<file path="config.mk">
export PLATFORM = sky130hd
export DESIGN_NAME = sprite_pixel_pipe
export DESIGN_NICKNAME = d
export VERILOG_FILES = /design/src/rtl/sprite_pkg.sv /design/src/rtl/sync_delay.sv /design/src/rtl/sprite_pixel_pipe.sv
export SDC_FILE = /design/constraint.sdc
export NUM_CORES = 1
export LEC_CHECK = 0
export CAP_MARGIN = 20
export CORE_ASPECT_RATIO = 0.5
export CORE_UTILIZATION = 60
export DETAILED_ROUTE_END_ITERATION = 7
export PLACE_DENSITY = 0.86
export SYNTH_ARGS = -nofsm -noshare
export SYNTH_HDL_FRONTEND = slang
export SYNTH_SLANG_ARGS = --single-unit
export TNS_END_PERCENT = 50
</file>
<file path="constraint.sdc">
create_clock -name vclock_in -period 9.1 [get_ports vclock_in]
set_clock_uncertainty 0.05 [all_clocks]
set_input_delay 1.82 -clock vclock_in [delete_from_list [all_inputs] [get_ports vclock_in]]
set_output_delay 1.82 -clock vclock_in [all_outputs]
set_load 0.05 [all_outputs]
</file>
<file path="src/rtl/sprite_pkg.sv">
// Shared types and helpers for the sprite pixel pipeline.
package sprite_pkg;

  localparam int unsigned COLOR_W = 12;

  typedef logic [COLOR_W-1:0] rgb_t;

  // Total input-to-output latency: address stage, ROM read, final pixel stage.
  function automatic int unsigned pipe_latency(input int unsigned rom_lat);
    return rom_lat + 2;
  endfunction

endpackage

</file>
<file path="src/rtl/sync_delay.sv">
// Resettable shift register used to keep timing and flags aligned with the pixel pipeline.
module sync_delay
  import sprite_pkg::*;
#(
  parameter int unsigned           WIDTH     = 1,
  parameter int unsigned           DEPTH     = 1,
  parameter logic [WIDTH-1:0]      RESET_VAL = '0
) (
  input  logic             clk_i,
  input  logic             rst_ni,
  input  logic [WIDTH-1:0] d_i,
  output logic [WIDTH-1:0] q_o
);

  logic [WIDTH-1:0] stage_q [DEPTH];

  always_ff @(posedge clk_i or negedge rst_ni) begin
    if (!rst_ni) begin
      for (int unsigned i = 0; i < DEPTH; i++) begin
        stage_q[i] <= RESET_VAL;
      end
    end else begin
      stage_q[0] <= d_i;
      for (int unsigned i = 1; i < DEPTH; i++) begin
        stage_q[i] <= stage_q[i-1];
      end
    end
  end

  assign q_o = stage_q[DEPTH-1];

endmodule

</file>
<file path="src/rtl/sprite_pixel_pipe.sv">
// Composites one palettized sprite over a background colour on the XVGA raster.
// Define SPRITE_TRANSPARENCY_EN to make palette index 0 show the background.
module sprite_pixel_pipe
  import sprite_pkg::*;
#(
  parameter int unsigned SPRITE_W    = 64,
  parameter int unsigned SPRITE_H    = 64,
  parameter int unsigned ROM_LATENCY = 2,
  parameter int unsigned IDX_W       = 4,
  parameter int unsigned ADDR_W      = 12
) (
  input  logic              vclock_in,
  input  logic              rst_n_in,
  input  logic [10:0]       hcount_in,
  input  logic [9:0]        vcount_in,
  input  logic              hsync_in,
  input  logic              vsync_in,
  input  logic              blank_in,
  input  logic              pos_we_in,
  input  logic [10:0]       pos_x_in,
  input  logic [9:0]        pos_y_in,
  input  logic              pal_we_in,
  input  logic [IDX_W-1:0]  pal_idx_in,
  input  rgb_t              pal_data_in,
  input  rgb_t              bg_in,
  output logic [ADDR_W-1:0] rom_addr_out,
  input  logic [IDX_W-1:0]  rom_data_in,
  output rgb_t              pixel_out,
  output logic              hsync_out,
  output logic              vsync_out,
  output logic              blank_out
);

  localparam int unsigned L     = pipe_latency(ROM_LATENCY);
  localparam int unsigned PAL_N = 2 ** IDX_W;

  // Position double-buffer
  logic [10:0] shadow_x_q, shadow_x_d, act_x_q, act_x_d;
  logic [9:0]  shadow_y_q, shadow_y_d, act_y_q, act_y_d;
  logic        pending_q, pending_d;
  logic        vsync_prev_q;
  logic        vsync_fall;

  assign vsync_fall = vsync_prev_q & ~vsync_in;

  always_comb begin
    shadow_x_d = shadow_x_q;
    shadow_y_d = shadow_y_q;
    act_x_d    = act_x_q;
    act_y_d    = act_y_q;
    pending_d  = pending_q;
    if (vsync_fall && pending_q) begin
      act_x_d   = shadow_x_q;
      act_y_d   = shadow_y_q;
      pending_d = 1'b0;
    end
    // A write on the commit cycle lands after the commit, so it waits a frame.
    if (pos_we_in) begin
      shadow_x_d = pos_x_in;
      shadow_y_d = pos_y_in;
      pending_d  = 1'b1;
    end
  end

  always_ff @(posedge vclock_in or negedge rst_n_in) begin
    if (!rst_n_in) begin
      shadow_x_q   <= '0;
      shadow_y_q   <= '0;
      act_x_q      <= '0;
      act_y_q      <= '0;
      pending_q    <= 1'b0;
      vsync_prev_q <= 1'b1;
    end else begin
      shadow_x_q   <= shadow_x_d;
      shadow_y_q   <= shadow_y_d;
      act_x_q      <= act_x_d;
      act_y_q      <= act_y_d;
      pending_q    <= pending_d;
      vsync_prev_q <= vsync_in;
    end
  end

  // Stage 0: box test and ROM address; widened sums clip at the edge instead of wrapping
  logic [11:0]       x_end;
  logic [10:0]       y_end;
  logic [10:0]       dx;
  logic [9:0]        dy;
  logic              in_box;
  logic [ADDR_W-1:0] rom_addr_d;

  assign x_end  = {1'b0, act_x_q} + 12'(SPRITE_W);
  assign y_end  = {1'b0, act_y_q} + 11'(SPRITE_H);
  assign dx     = hcount_in - act_x_q;
  assign dy     = vcount_in - act_y_q;
  assign in_box = (hcount_in >= act_x_q) && ({1'b0, hcount_in} < x_end) &&
                  (vcount_in >= act_y_q) && ({1'b0, vcount_in} < y_end);

  always_comb begin
    rom_addr_d = '0;
    if (in_box) begin
      rom_addr_d = ADDR_W'(32'(dy) * 32'(SPRITE_W) + 32'(dx));
    end
  end

  logic [ADDR_W-1:0] rom_addr_q;
  logic              in_box_q, blank_s0_q;

  always_ff @(posedge vclock_in or negedge rst_n_in) begin
    if (!rst_n_in) begin
      rom_addr_q <= '0;
      in_box_q   <= 1'b0;
      blank_s0_q <= 1'b1;
    end else begin
      rom_addr_q <= rom_addr_d;
      in_box_q   <= in_box;
      blank_s0_q <= blank_in;
    end
  end

  assign rom_addr_out = rom_addr_q;

  // Blank rides alongside in_box so the final stage sees it one cycle before blank_out.
  logic in_box_dly, blank_dly;

  sync_delay #(
    .WIDTH    (2),
    .DEPTH    (ROM_LATENCY),
    .RESET_VAL(2'b01)
  ) u_box_delay (
    .clk_i (vclock_in),
    .rst_ni(rst_n_in),
    .d_i   ({in_box_q, blank_s0_q}),
    .q_o   ({in_box_dly, blank_dly})
  );

  sync_delay #(
    .WIDTH    (3),
    .DEPTH    (L),
    .RESET_VAL(3'b111)
  ) u_sync_delay (
    .clk_i (vclock_in),
    .rst_ni(rst_n_in),
    .d_i   ({hsync_in, vsync_in, blank_in}),
    .q_o   ({hsync_out, vsync_out, blank_out})
  );

  // Palette register file
  rgb_t pal_q [PAL_N];

  always_ff @(posedge vclock_in or negedge rst_n_in) begin
    if (!rst_n_in) begin
      for (int unsigned i = 0; i < PAL_N; i++) begin
        pal_q[i] <= '0;
      end
    end else if (pal_we_in) begin
      pal_q[pal_idx_in] <= pal_data_in;
    end
  end

  logic idx_transparent;
`ifdef SPRITE_TRANSPARENCY_EN
  assign idx_transparent = (rom_data_in == '0);
`else
  assign idx_transparent = 1'b0;
`endif

  // Final stage
  rgb_t pixel_d, pixel_q;

  always_comb begin
    pixel_d = bg_in;
    if (blank_dly) begin
      pixel_d = '0;
    end else if (in_box_dly && !idx_transparent) begin
      pixel_d = pal_q[rom_data_in];
    end
  end

  always_ff @(posedge vclock_in or negedge rst_n_in) begin
    if (!rst_n_in) begin
      pixel_q <= '0;
    end else begin
      pixel_q <= pixel_d;
    end
  end

  assign pixel_out = pixel_q;

endmodule

</file>
== Yosys cells after proc, flatten, opt, wreduce, memory -nomap -nowiden ==
Cells that the tools add are included.

* $add $sub $neg: 5
* Muxes and demuxes: 11
* Reductions and logical operators: 6
* Bitwise operators: 4
* $lt $le $gt $ge: 7

{| class="wikitable"
|+ Operator list
! cell !! number
|-
| $bwmux W192 || 1
|-
| $mux W12 || 6
|-
| $bmux W12 S4 || 1
|-
| $demux W12 S4 || 1
|-
| $add A11 B7 Y12 const B || 1
|-
| $add A12 B11 Y12 || 1
|-
| $lt A11 B12 Y1 || 1
|-
| $add A10 B7 Y11 const B || 1
|-
| $ge A11 B11 Y1 || 1
|-
| $lt A10 B11 Y1 || 1
|-
| $sub A11 B11 Y11 || 1
|-
| $ge A10 B10 Y1 || 1
|-
| $ge A5 B5 Y1 const B || 2
|-
| $not A4 Y5 || 2
|-
| $sub A6 B6 Y6 || 1
|-
| $logic_and A1 B1 Y1 || 5
|-
| $lt A5 B1 Y1 const B || 1
|-
| $mux W1 || 2
|-
| $reduce_bool A2 Y1 || 1
|-
| $and A1 B1 Y1 || 1
|-
| $not A1 Y1 || 1
|}

* Register bits after elaboration: 278
* Logic and storage cells: 65

== Logic depth before layout (Yosys ltp) ==
* Word-level depth: 6
* Depth in mapped cells: 15
* Gate-level depth less buffers: 15

== By module ==
A second synthesis with hierarchy kept.

* Cell total of the unflattened synthesis: 859
* Area, all modules: 12883.6 um^2

{| class="wikitable"
|+ Modules (own cells, without submodules)
! module !! instances !! area each (um^2) !! cells each
|-
| sprite_pixel_pipe || 1 || 12428.2 || 838
|-
| sync_delay (u_sync_delay) || 1 || 337.8 || 15
|-
| sync_delay (u_box_delay) || 1 || 117.6 || 6
|}

== Worst setup path after synthesis ==
No wires, ideal clock.

* Path kind: input -> register
* Start point: input port hcount_in[0]
* End point: register rom_addr_q[11] (netlist: rom_addr_out[11])
* Stages on the path: 15
* Buffers on the path: 0
* Setup slack: 4460 ps
* Setup time: 134 ps
* Arrival: 4456 ps
* Data required time: 8916 ps
* Cell sequence: inv_1 ha_1 inv_1 fa_1 a211oi_1 o21ai_1 a2111o_1 nand2_1 xnor2_1 ha_1 nand2_1 o21a_1 o311ai_0 xor2_1 nor3_1

* Cells in the longest elaborated chain, start to end: 5
* Elaborated cells between the ends (all ways): 8
* Classes of those cells: 2 x add/sub; 2 x order compare; 1 x mux; 3 x reduce/logical

{| class="wikitable"
|+ Ends and longest elaborated chain
! item !! line !! RTL
|-
| start: declaration || sprite_pixel_pipe.sv:14 || <nowiki>input logic [10:0] hcount_in,</nowiki>
|-
| branches (longest 4 deep; another with $add A12 B11 Y12) || n/a ||
|-
| $mux W12 (*) || sprite_pixel_pipe.sv:100 || <nowiki>if (in_box) begin</nowiki>
|-
| via rom_addr_d[11] || sprite_pixel_pipe.sv:89 || <nowiki>logic [ADDR_W-1:0] rom_addr_d;</nowiki>
|-
| end signal: assignment || sprite_pixel_pipe.sv:114 || <nowiki>rom_addr_q <= rom_addr_d;</nowiki>
|-
| end: declaration || sprite_pixel_pipe.sv:105 || <nowiki>logic [ADDR_W-1:0] rom_addr_q;</nowiki>
|}

Mark *: on every way through the listed nets, which the timed path passes.
A chain may end at the register's enable or synchronous reset.

== Final worst setup path ==
Same ends and word-level chain as after synthesis.

==> run summary <==
Die Area: 22100 µm²
final hold vios: 0
status: finished, final reports clean
Synth Flop Type: dfrtp_1
CTS buffer count: 25
maximum clock frequency: 0.201 GHz
Clock Tree Buf Depth: 3
vias in the first global route: 8495
Core ar.: 20800 µm²
post-CTS resize count: 0
critical path class: primary input to flip-flop
delay-heaviest family, CP: compound AO/OA/AOI/OAI gates
WL final: 27.7 mm
met1 GRT Util: 35.2%
Final Cell Area: 14900 µm²
CTS Root Cell: clkbuf_16
antenna cell count: 0
Chip Height: 106 µm
Congestion Overflow GR: 0
final cycle utilization of the critical path: 54.6%
# hold bufs at CTS: 0
Mapped Area: 12900 µm²
Synth area leader: dfrtp_1
GR Util met2: 45.4%
CTS H-tree lvls: 1
top cells by count, synth: 262 x dfrtp_1, 161 x mux2_1, 73 x mux2_2, 56 x mux4_2
DR iter-0 viols: 509
Seq/Total Area, Yosys: 53.4%
EDFF count, synth: 0
Synthesized Nets: 991
GRT met3 Usage: 5.72%
via count: 7749
per-cell routed wire length: 22.0 µm
Final WS setup: 4.13 ns
Post-CTS Setup Repair Bufs: 0
max_slew headroom: 33.5%
Yosys reg bits: 274
yosys warns: 0
Power Dens Cells: 235 nW/µm²
critical path endpoint category: flip-flop
Row Count: 37
initial antenna violation count: 0
Slowest cell on crit path: a2111o_1
fin nets: 1088
Clock transition at path regs: 0.06 ns
placed cells: 1209
most frequent cell after synthesis: dfrtp_1
Leak: 6.55 nW
post-route antenna net violation count: 0
first-pass GRT wire length: 45.4 mm
IO buf count: 107
unrepaired setup endpoints after global routing: false
largest net degree at the start of global routing: 142
Total GRT Usage: 26.7%
Period minus WS final: 4.97 ns
peak supply drop: 0.157 mV
CP Launch Type: primary input
Area Overhead vs Synth: 16.1%
Fin Setup TNS: 0 ns
dpl ws: 3.70 ns
count of final setup violators: 0
asr flop ratio synth: 100%
CP bufs+invs: 3
max incr delay on CP: 0.45 ns
Vias/cell: 6.16
synth unique cells: 54
Post-Syn Area per Cell: 14.8 µm²
dpl cell area: 14100 µm²
top cell type's share of synthesized area: 50.9%
Slew @ Worst Pin: 0.996 ns
GR peak layer: met2
CTS tree: built
clock net sink count: 274
DRC Markers: 0
I/O pin total: 108
Final Max Slew Viols: 0
Max Cap Viol: 0
Worst EP arrival: 5.30 ns
Worst Hold Class: flip-flop to flip-flop
final std cells w/o fill: 1257
First-pass DRT Iterations: 5
Initial Utilization: 62.0%
gpl congestion: 0.892
Cells after Synth: 870
layout cells sized above 1: 20.1%
post-DP HPWL: 18.1 mm
Die Wd: 209 µm
top cells by area, synth: dfrtp_1 51%, mux2_1 14%, mux4_2 9.8%
clk_lat worst skew: 0.53 ns
Tot Pwr: 0.00352 W
critical path required time: 9.43 ns
CP max FO: 4
CP Cell Sequence: clkdlybuf4s50_1 -> inv_1 -> ha_1 -> inv_1 -> fa_1 -> a211oi_1 -> o21ai_1 -> a2111o_1 -> nand2_1 -> xnor2_1 -> ha_1 -> nand2_1 -> o21a_1 -> o311ai_0 -> xor2_1 -> nor3_1
==> metrics by stage <==
stage	util, %	hold slack (ns)
6_report	71.9	0.303
5_1_grt	71.9	0.308
4_1_cts	71.6	0.303
3_5_place_dp	68.0	0.289
3_3_place_gp	68.0	0.291
2_1_floorplan	-	0.281
==> power breakdown <==
part	total, W	internal (W)	leakage (nW)	switching [W]
clock	0.000985	0.000534	0.369	0.000451
combinational	0.000934	0.000480	2.84	0.000455
sequential	0.00160	0.00147	3.35	0.000130
==> cells in the final DEF, fill, tap and decap left out, types with 8 or more instances in the layout <==
master / Yosys / layout
a21o_1: 9 / 9
a21oi_1: 17 / 17
a22o_1: 11 / 11
buf_4: 1 / 9
clkbuf_1: 26 / 8
clkbuf_16: 0 / 25
clkdlybuf4s50_1: 0 / 104
dfrtp_1: 262 / 262
dfstp_2: 12 / 12
ha_1: 37 / 37
inv_1: 37 / 37
mux2_1: 161 / 161
mux2_2: 73 / 73
mux4_2: 56 / 56
nand2_1: 11 / 11
nand3_1: 9 / 9
nor2_1: 21 / 18
nor3_1: 16 / 16
xnor2_1: 12 / 12
==> per-layer routing <==
layer	routed length [µm]	up-vias	part of all wire [%]
met5	0	-	0
met4	607	0	2.2
met3	1710	53	6.2
met2	13800	223	50
met1	11500	4057	42
li1	-	3416	-
==> area by class of cell <==
class	instances	area [µm²]
clock buffer	36	697
inverter	37	139
sequential	274	6870
multi-input combinational	509	5640
timing repair buffer	120	1210
clock inverter	8	48.8
fill	1302	5840
tap	273	342
==> kinds of logic after synthesis <==
logic type / synth area share (%)
AOI/OAI and AO/OA: 3.68
xor gates and xnor gates: 1.09
adders and majority gates: 4.06
buffers and inverters: 2.90
DFF: 53.4
muxes: 31.2
and+or+nand+nor: 3.68
==> registers in the layout, summed over array words and instances (netlist names) <==
register	cells
act_x_q	11
act_y_q	10
in_box_q	1
pal_q	192
pending_q	1
pixel_out	12
rom_addr_out	12
shadow_x_q	11
shadow_y_q	10
u_box_delay.q_o	1
u_box_delay.stage_q	1
u_sync_delay.q_o	3
u_sync_delay.stage_q	9
==> worst paths after layout <==
path / cells after the start / to / from / slack (ns)
worst max-delay path: 16 / rom_addr_out[11] / hcount_in[0] / 4.13
worst min-delay path: 0 / u_box_delay.stage_q[3] / in_box_q / 0.30
worst max register to register: 14 / rom_addr_out[11] / act_x_q[0] / 5.57
worst min register to register: 0 / u_box_delay.stage_q[3] / in_box_q / 0.30
max in group asynchronous: 2 / pal_q[65] / rst_n_in / 6.33
min in group asynchronous: 1 / pal_q[105] / rst_n_in / 1.36
(Power assumes the default switching activity.)
